$ cat src/rtl/rr_dispatch.sv
// -----------------------------------------------------------------------------
// rr_dispatch
//
// Round-robin fan-out stage. A single valid/stall input stream is spread over
// NUM_OUT valid/stall output streams. Each output owns a private 2-entry queue,
// so a stalled downstream unit only blocks its own queue. An accepted item is
// visible on valid_ds no earlier than the cycle after it was accepted.
//
// Optional feature macro: RR_DISPATCH_STATS_EN
//   defined   : dispatch_cnt[i] counts accepts routed to output i, saturating
//               at all-ones, cleared only by reset.
//   undefined : dispatch_cnt is tied to zero and no counter flops exist.
//
// Ports
//   clk          in   single clock, all state updates on posedge
//   rst          in   synchronous active-low reset
//   valid_us     in   upstream payload valid
//   data_us      in   upstream payload [WIDTH-1:0]
//   stall_us     out  1 = payload not taken this cycle, upstream must hold it
//   valid_ds     out  per-output queue head valid [NUM_OUT-1:0]
//   data_ds      out  per-output queue head [NUM_OUT-1:0][WIDTH-1:0], 0 when empty
//   stall_ds     in   per-output downstream stall [NUM_OUT-1:0]
//   dispatch_cnt out  per-output accept count [NUM_OUT-1:0][CNT_W-1:0]
// -----------------------------------------------------------------------------
module rr_dispatch #(
    parameter int NUM_OUT = 4,
    parameter int WIDTH   = 10,
    parameter int CNT_W   = 16
) (
    input  logic                          clk,
    input  logic                          rst,
    input  logic                          valid_us,
    input  logic [WIDTH-1:0]              data_us,
    output logic                          stall_us,
    output logic [NUM_OUT-1:0]            valid_ds,
    output logic [NUM_OUT-1:0][WIDTH-1:0] data_ds,
    input  logic [NUM_OUT-1:0]            stall_ds,
    output logic [NUM_OUT-1:0][CNT_W-1:0] dispatch_cnt
);

    localparam int               PTR_W     = (NUM_OUT > 1) ? $clog2(NUM_OUT) : 1;
    localparam logic [PTR_W:0]   NUM_OUT_W = (PTR_W + 1)'(NUM_OUT);
    localparam logic [PTR_W-1:0] LAST_IDX  = PTR_W'(NUM_OUT - 1);

    // Per-output queue state
    logic [NUM_OUT-1:0][1:0][WIDTH-1:0] mem_q, mem_d;
    logic [NUM_OUT-1:0][1:0]            cnt_q, cnt_d;
    logic [NUM_OUT-1:0]                 rd_q, rd_d;
    logic [NUM_OUT-1:0]                 wr_q, wr_d;

    // Round-robin start point for the next search
    logic [PTR_W-1:0] rr_ptr_q, rr_ptr_d;

    logic [NUM_OUT-1:0] free;
    logic [NUM_OUT-1:0] pop;
    logic [NUM_OUT-1:0] push;
    logic               any_free;
    logic               accept;
    logic [PTR_W-1:0]   sel;
    logic [PTR_W:0]     idx;

    // Queue heads and per-output status, all from registered state only.
    // NOTE: every signal written in an always_comb gets a value before any
    // conditional logic, so no path can leave it unassigned and infer a latch.
    always_comb begin
        valid_ds = '0;
        data_ds  = '0;
        free     = '0;
        pop      = '0;
        for (int i = 0; i < NUM_OUT; i++) begin
            valid_ds[i] = (cnt_q[i] != 2'd0);
            data_ds[i]  = (cnt_q[i] != 2'd0) ? mem_q[i][rd_q[i]] : '0;
            // A same-cycle pop does not make room for a same-cycle push.
            free[i]     = (cnt_q[i] < 2'd2);
            pop[i]      = (cnt_q[i] != 2'd0) && !stall_ds[i];
        end
    end

    // First free output scanning upward from rr_ptr, wrapping at NUM_OUT.
    always_comb begin
        any_free = 1'b0;
        sel      = '0;
        idx      = '0;
        for (int k = 0; k < NUM_OUT; k++) begin
            idx = {1'b0, rr_ptr_q} + (PTR_W + 1)'(k);
            if (idx >= NUM_OUT_W) begin
                idx = idx - NUM_OUT_W;
            end
            if (!any_free && free[idx[PTR_W-1:0]]) begin
                any_free = 1'b1;
                sel      = idx[PTR_W-1:0];
            end
        end
    end

    // While in reset the input is always stalled, so nothing is accepted in
    // the reset cycle.
    assign stall_us = valid_us & (~any_free | ~rst);
    assign accept   = valid_us & ~stall_us;

    // Next-state for queues and the round-robin pointer.
    always_comb begin
        mem_d    = mem_q;
        cnt_d    = cnt_q;
        rd_d     = rd_q;
        wr_d     = wr_q;
        rr_ptr_d = rr_ptr_q;
        push     = '0;
        for (int i = 0; i < NUM_OUT; i++) begin
            push[i] = accept && (sel == PTR_W'(i));
            if (push[i]) begin
                mem_d[i][wr_q[i]] = data_us;
                wr_d[i]           = ~wr_q[i];
            end
            if (pop[i]) begin
                rd_d[i] = ~rd_q[i];
            end
            case ({push[i], pop[i]})
                2'b10:   cnt_d[i] = cnt_q[i] + 2'd1;
                2'b01:   cnt_d[i] = cnt_q[i] - 2'd1;
                default: cnt_d[i] = cnt_q[i];
            endcase
        end
        if (accept) begin
            rr_ptr_d = (sel == LAST_IDX) ? '0 : sel + PTR_W'(1);
        end
    end

    // NOTE: state registers use non-blocking assignments so every flop samples
    // the pre-edge value of every other flop, independent of statement order.
    always_ff @(posedge clk) begin
        if (!rst) begin
            // NOTE: queue storage is cleared along with the control state so
            // the post-reset contents are fully defined, not just the counts.
            mem_q    <= '0;
            cnt_q    <= '0;
            rd_q     <= '0;
            wr_q     <= '0;
            rr_ptr_q <= '0;
        end else begin
            mem_q    <= mem_d;
            cnt_q    <= cnt_d;
            rd_q     <= rd_d;
            wr_q     <= wr_d;
            rr_ptr_q <= rr_ptr_d;
        end
    end

`ifdef RR_DISPATCH_STATS_EN
    logic [NUM_OUT-1:0][CNT_W-1:0] dispatch_cnt_q, dispatch_cnt_d;

    // Saturating per-output accept counters.
    always_comb begin
        dispatch_cnt_d = dispatch_cnt_q;
        for (int i = 0; i < NUM_OUT; i++) begin
            if (push[i] && (dispatch_cnt_q[i] != '1)) begin
                dispatch_cnt_d[i] = dispatch_cnt_q[i] + CNT_W'(1);
            end
        end
    end

    always_ff @(posedge clk) begin
        if (!rst) begin
            dispatch_cnt_q <= '0;
        end else begin
            dispatch_cnt_q <= dispatch_cnt_d;
        end
    end

    assign dispatch_cnt = dispatch_cnt_q;
`else
    assign dispatch_cnt = '0;
`endif

endmodule

$ cat config.mk
export PLATFORM = sky130hd
export DESIGN_NAME = rr_dispatch
export DESIGN_NICKNAME = d
export VERILOG_FILES = /design/src/rtl/rr_dispatch.sv
export SDC_FILE = /design/constraint.sdc
export NUM_CORES = 1
export LEC_CHECK = 0
export CORE_UTILIZATION = 53
export DETAILED_ROUTE_END_ITERATION = 8
export GPL_TIMING_DRIVEN = 1
export PLACE_DENSITY = 0.87
export SYNTH_ARGS = -nofsm -noshare
export SYNTH_HDL_FRONTEND = slang
export SYNTH_SLANG_ARGS = --single-unit
$ cat constraint.sdc
create_clock -name clk -period 6.4 [get_ports clk]
set_clock_uncertainty 0.1 [all_clocks]
set_input_delay 1.92 -clock clk [delete_from_list [all_inputs] [get_ports clk]]
set_output_delay 1.92 -clock clk [all_outputs]
set_load 0.02 [all_outputs]
==> out/metrics.cfg <==
[outcome]
status=finished, violations left
violations=DRC

[synthesis]
yosysSeqAreaShare_pct=40.1
avgSynthCellArea_um2=8.63
ys_warn_count=0
synth.distinct_cells=33
synth_cells=566
dominantRegCellSynth=dfxtp_1
synth-async-reset-ratio_pct=0
synth_seq_cells=98
syn_area_um2=4890
synth-edff-count=0

[cells_and_area]
syn_to_final_growth_pct=11.2
finalNonFillerCells=719
multi_input_area_um2=2500
nFillCells=738
nets=631
layout_commonest_cell=dfxtp_1
num_antenna_cells=0
final_cell_mix=dfxtp_1 (98), nand2_1 (94), mux2i_1 (80)
final-seq-area_um2=1960
final_layout_size_suffix_gt1_share_pct=4.75

[cts]
cts_setup_buffers=0
clock_path_buffers=2
clkSinkCount=98
hold_buffers=0
ctsResizeCount=0
cts_inserted_buffers=9
htree_levels=3
cts_root_buffer=clkbuf_8
clk_latency_ns=0.37
tritoncts=built
path_clk_slew_ns=0.10

[job]
maxCapViolCount=0

[timing]
timing.hold.ws_ns=0.363
slew_headroom_pct=31.8
worst_pin_slew_ns=1.02
fin_ws_ns=1.06
hold_viol=0
drv_slew=0
fin_crit_sh_pct=83.4
tns_ns=0
rsz0062_at_grt=false
setup_viol=0
period_needed_ns=5.34
timing.fmax_mhz=187

[critical_path]
path_class=input port to primary output
r2r_slack_ns=3.60
critPathLaunchType=input port
arrival_ns=3.32
crit_top_cell=clkdlybuf4s50_1
r2r-start=cnt_q[1]$_SDFFE_PN0P_
crit_path_cell_trace=clkdlybuf4s50_1 > a21boi_0 > clkdlybuf4s50_1
worstPathMaxFanout=6
reg2reg_depth=8
cp.required_ns=4.38
cp-end-kind=primary output
r2r_end=cnt_q[7]$_SDFFE_PN0P_
cp_top_family=buffers and inverters
cpPeakStageDelay_ns=0.63
crit_buf_inv=2
critPathSlowestCell=clkdlybuf4s50_1

[pwr]
switchingPower_uw=561
clkPwrFrac_pct=24.5
irDropWorstVdd_uv=138
p_leak_nw=1.94
switching_share_pct=36.0
powerDensity_nw_per_um2=287
p_int_uw=998
seq_power_share_pct=48.3
p_comb_share_pct=27.2
total_power_mw=1.56

[drt]
route.detailed.drc=14
via_per_inst=5.21
ant_nets=0
drt_iter0_markers=164
wl_per_cell_um=14.2
drt_first_pass_iters=9
vias=3744
drt_wl_total_um=10200

[placed_design]
portBuffers=61
post-place-cells=703
place_ws_ns=1.07
place_congestion=0.851
hpwl_um=7120

[grt]
grt_pass1_wl_um=16800
grt_max_degree=113
grt_antenna_before_repair=0
grtUsageTotal_pct=22.2
grt.overflow.total=0
first_global_vias=3603

[worst_hold_path]
min_from=mem_q[6]$_SDFFE_PN0P_
hold_path_class=flip-flop to flip-flop
holdPathEnd=mem_q[6]$_SDFFE_PN0P_
holdPathStages=2

[floorplan]
die-height_um=98.0
initial_core_util_pct=55.5
num_rows=34
core_um2=8810
pin_count=126
fp.dieW_um=98.0
die_area_um2=9610

[power groups by stage]
stage / clock, mW / combinational (mW) / sequential, mW
final: 0.382 / 0.424 / 0.753
after CTS: 0.385 / 0.424 / 0.752
after global routing: 0.413 / 0.470 / 0.763
after floorplan: 0 / 0.374 / 0.729
after global placement: 0 / 0.406 / 0.761
after detailed placement: 0 / 0.422 / 0.766
[synth_stat cells (2+ instances only)]
library cell / number / share of area (%)
a21oi_1: 4 / 0.41
buf_2: 11 / 1.1
nor3_1: 2 / 0.20
xor2_1: 4 / 0.72
nand2_1: 94 / 7.2
o21ai_0: 50 / 5.1
mux2i_1: 80 / 16
buf_4: 64 / 9.8
nor2_1: 48 / 3.7
or3_1: 4 / 0.51
xnor2_1: 8 / 1.4
a21boi_0: 5 / 0.77
nand3_1: 29 / 3.0
clkbuf_1: 20 / 1.5
dfxtp_1: 98 / 40
ha_1: 8 / 2.0
nand4_1: 2 / 0.26
nor2_8: 2 / 0.82
and2_1: 10 / 1.3
and3_4: 2 / 0.46
inv_1: 7 / 0.54
nand3_2: 2 / 0.41
buf_6: 2 / 0.46
[metrics by stage]
stage                     util, %  area [um2]
after floorplan                 -        5120
final                        61.7        5440
after global routing         61.7        5440
after global placement       59.6        5250
after detailed placement     59.6        5250
after CTS                    61.7        5440
[sequential cells by signal, summed over array words and instances (netlist names)]
name      count
wr_q          4
rr_ptr_q      2
cnt_q         8
mem_q        80
rd_q          4
[kinds of logic after synthesis]
kind of cell / share of synthesized area, %
adders and majority gates: 2.05
DFF: 40.1
muxes: 16.4
other: 0.0767
buffers and inverters: 13.6
AOI/OAI and AO/OA: 6.73
and+or+nand+nor: 18.9
xor gates and xnor gates: 2.15
[layout make-up]
class	count	share of cell area [%]
clock buffers	9	2.28
clock inverters	7	1.15
inverters	7	0.483
multi-input cells	426	45.9
flip-flops and latches	98	36.1
well taps	108	2.49
repair buffers	64	11.6
[worst max path at each step]
stage                   from       end  slack [ns]  cells past startpoint
detailed placement  valid_us  stall_us        1.07                      3
floorplan                rst  stall_us        1.61                      3
global placement    valid_us  stall_us        1.08                      3
global route        valid_us  stall_us        0.98                      3
CTS                 valid_us  stall_us        1.06                      3
finish              valid_us  stall_us        1.06                      3
[routing by layer]
layer / GRT usage (%) / vias up / wire length [um]
met2: 38.3 / 127 / 4940
met5: 0 / - / 0
met4: 9.79 / 0 / 208
met3: 3.87 / 19 / 571
li1: - / 1828 / -
met1: 27.2 / 1770 / 4480
[worst min-delay path, delay by kind of cell (launching register included)]
family / cells / cell delay, ns
flip-flops: 1 / 0.32
multiplexers: 1 / 0.05
AND/OR/NAND/NOR: 1 / 0.05
Power figures use the tool's default switching activity.
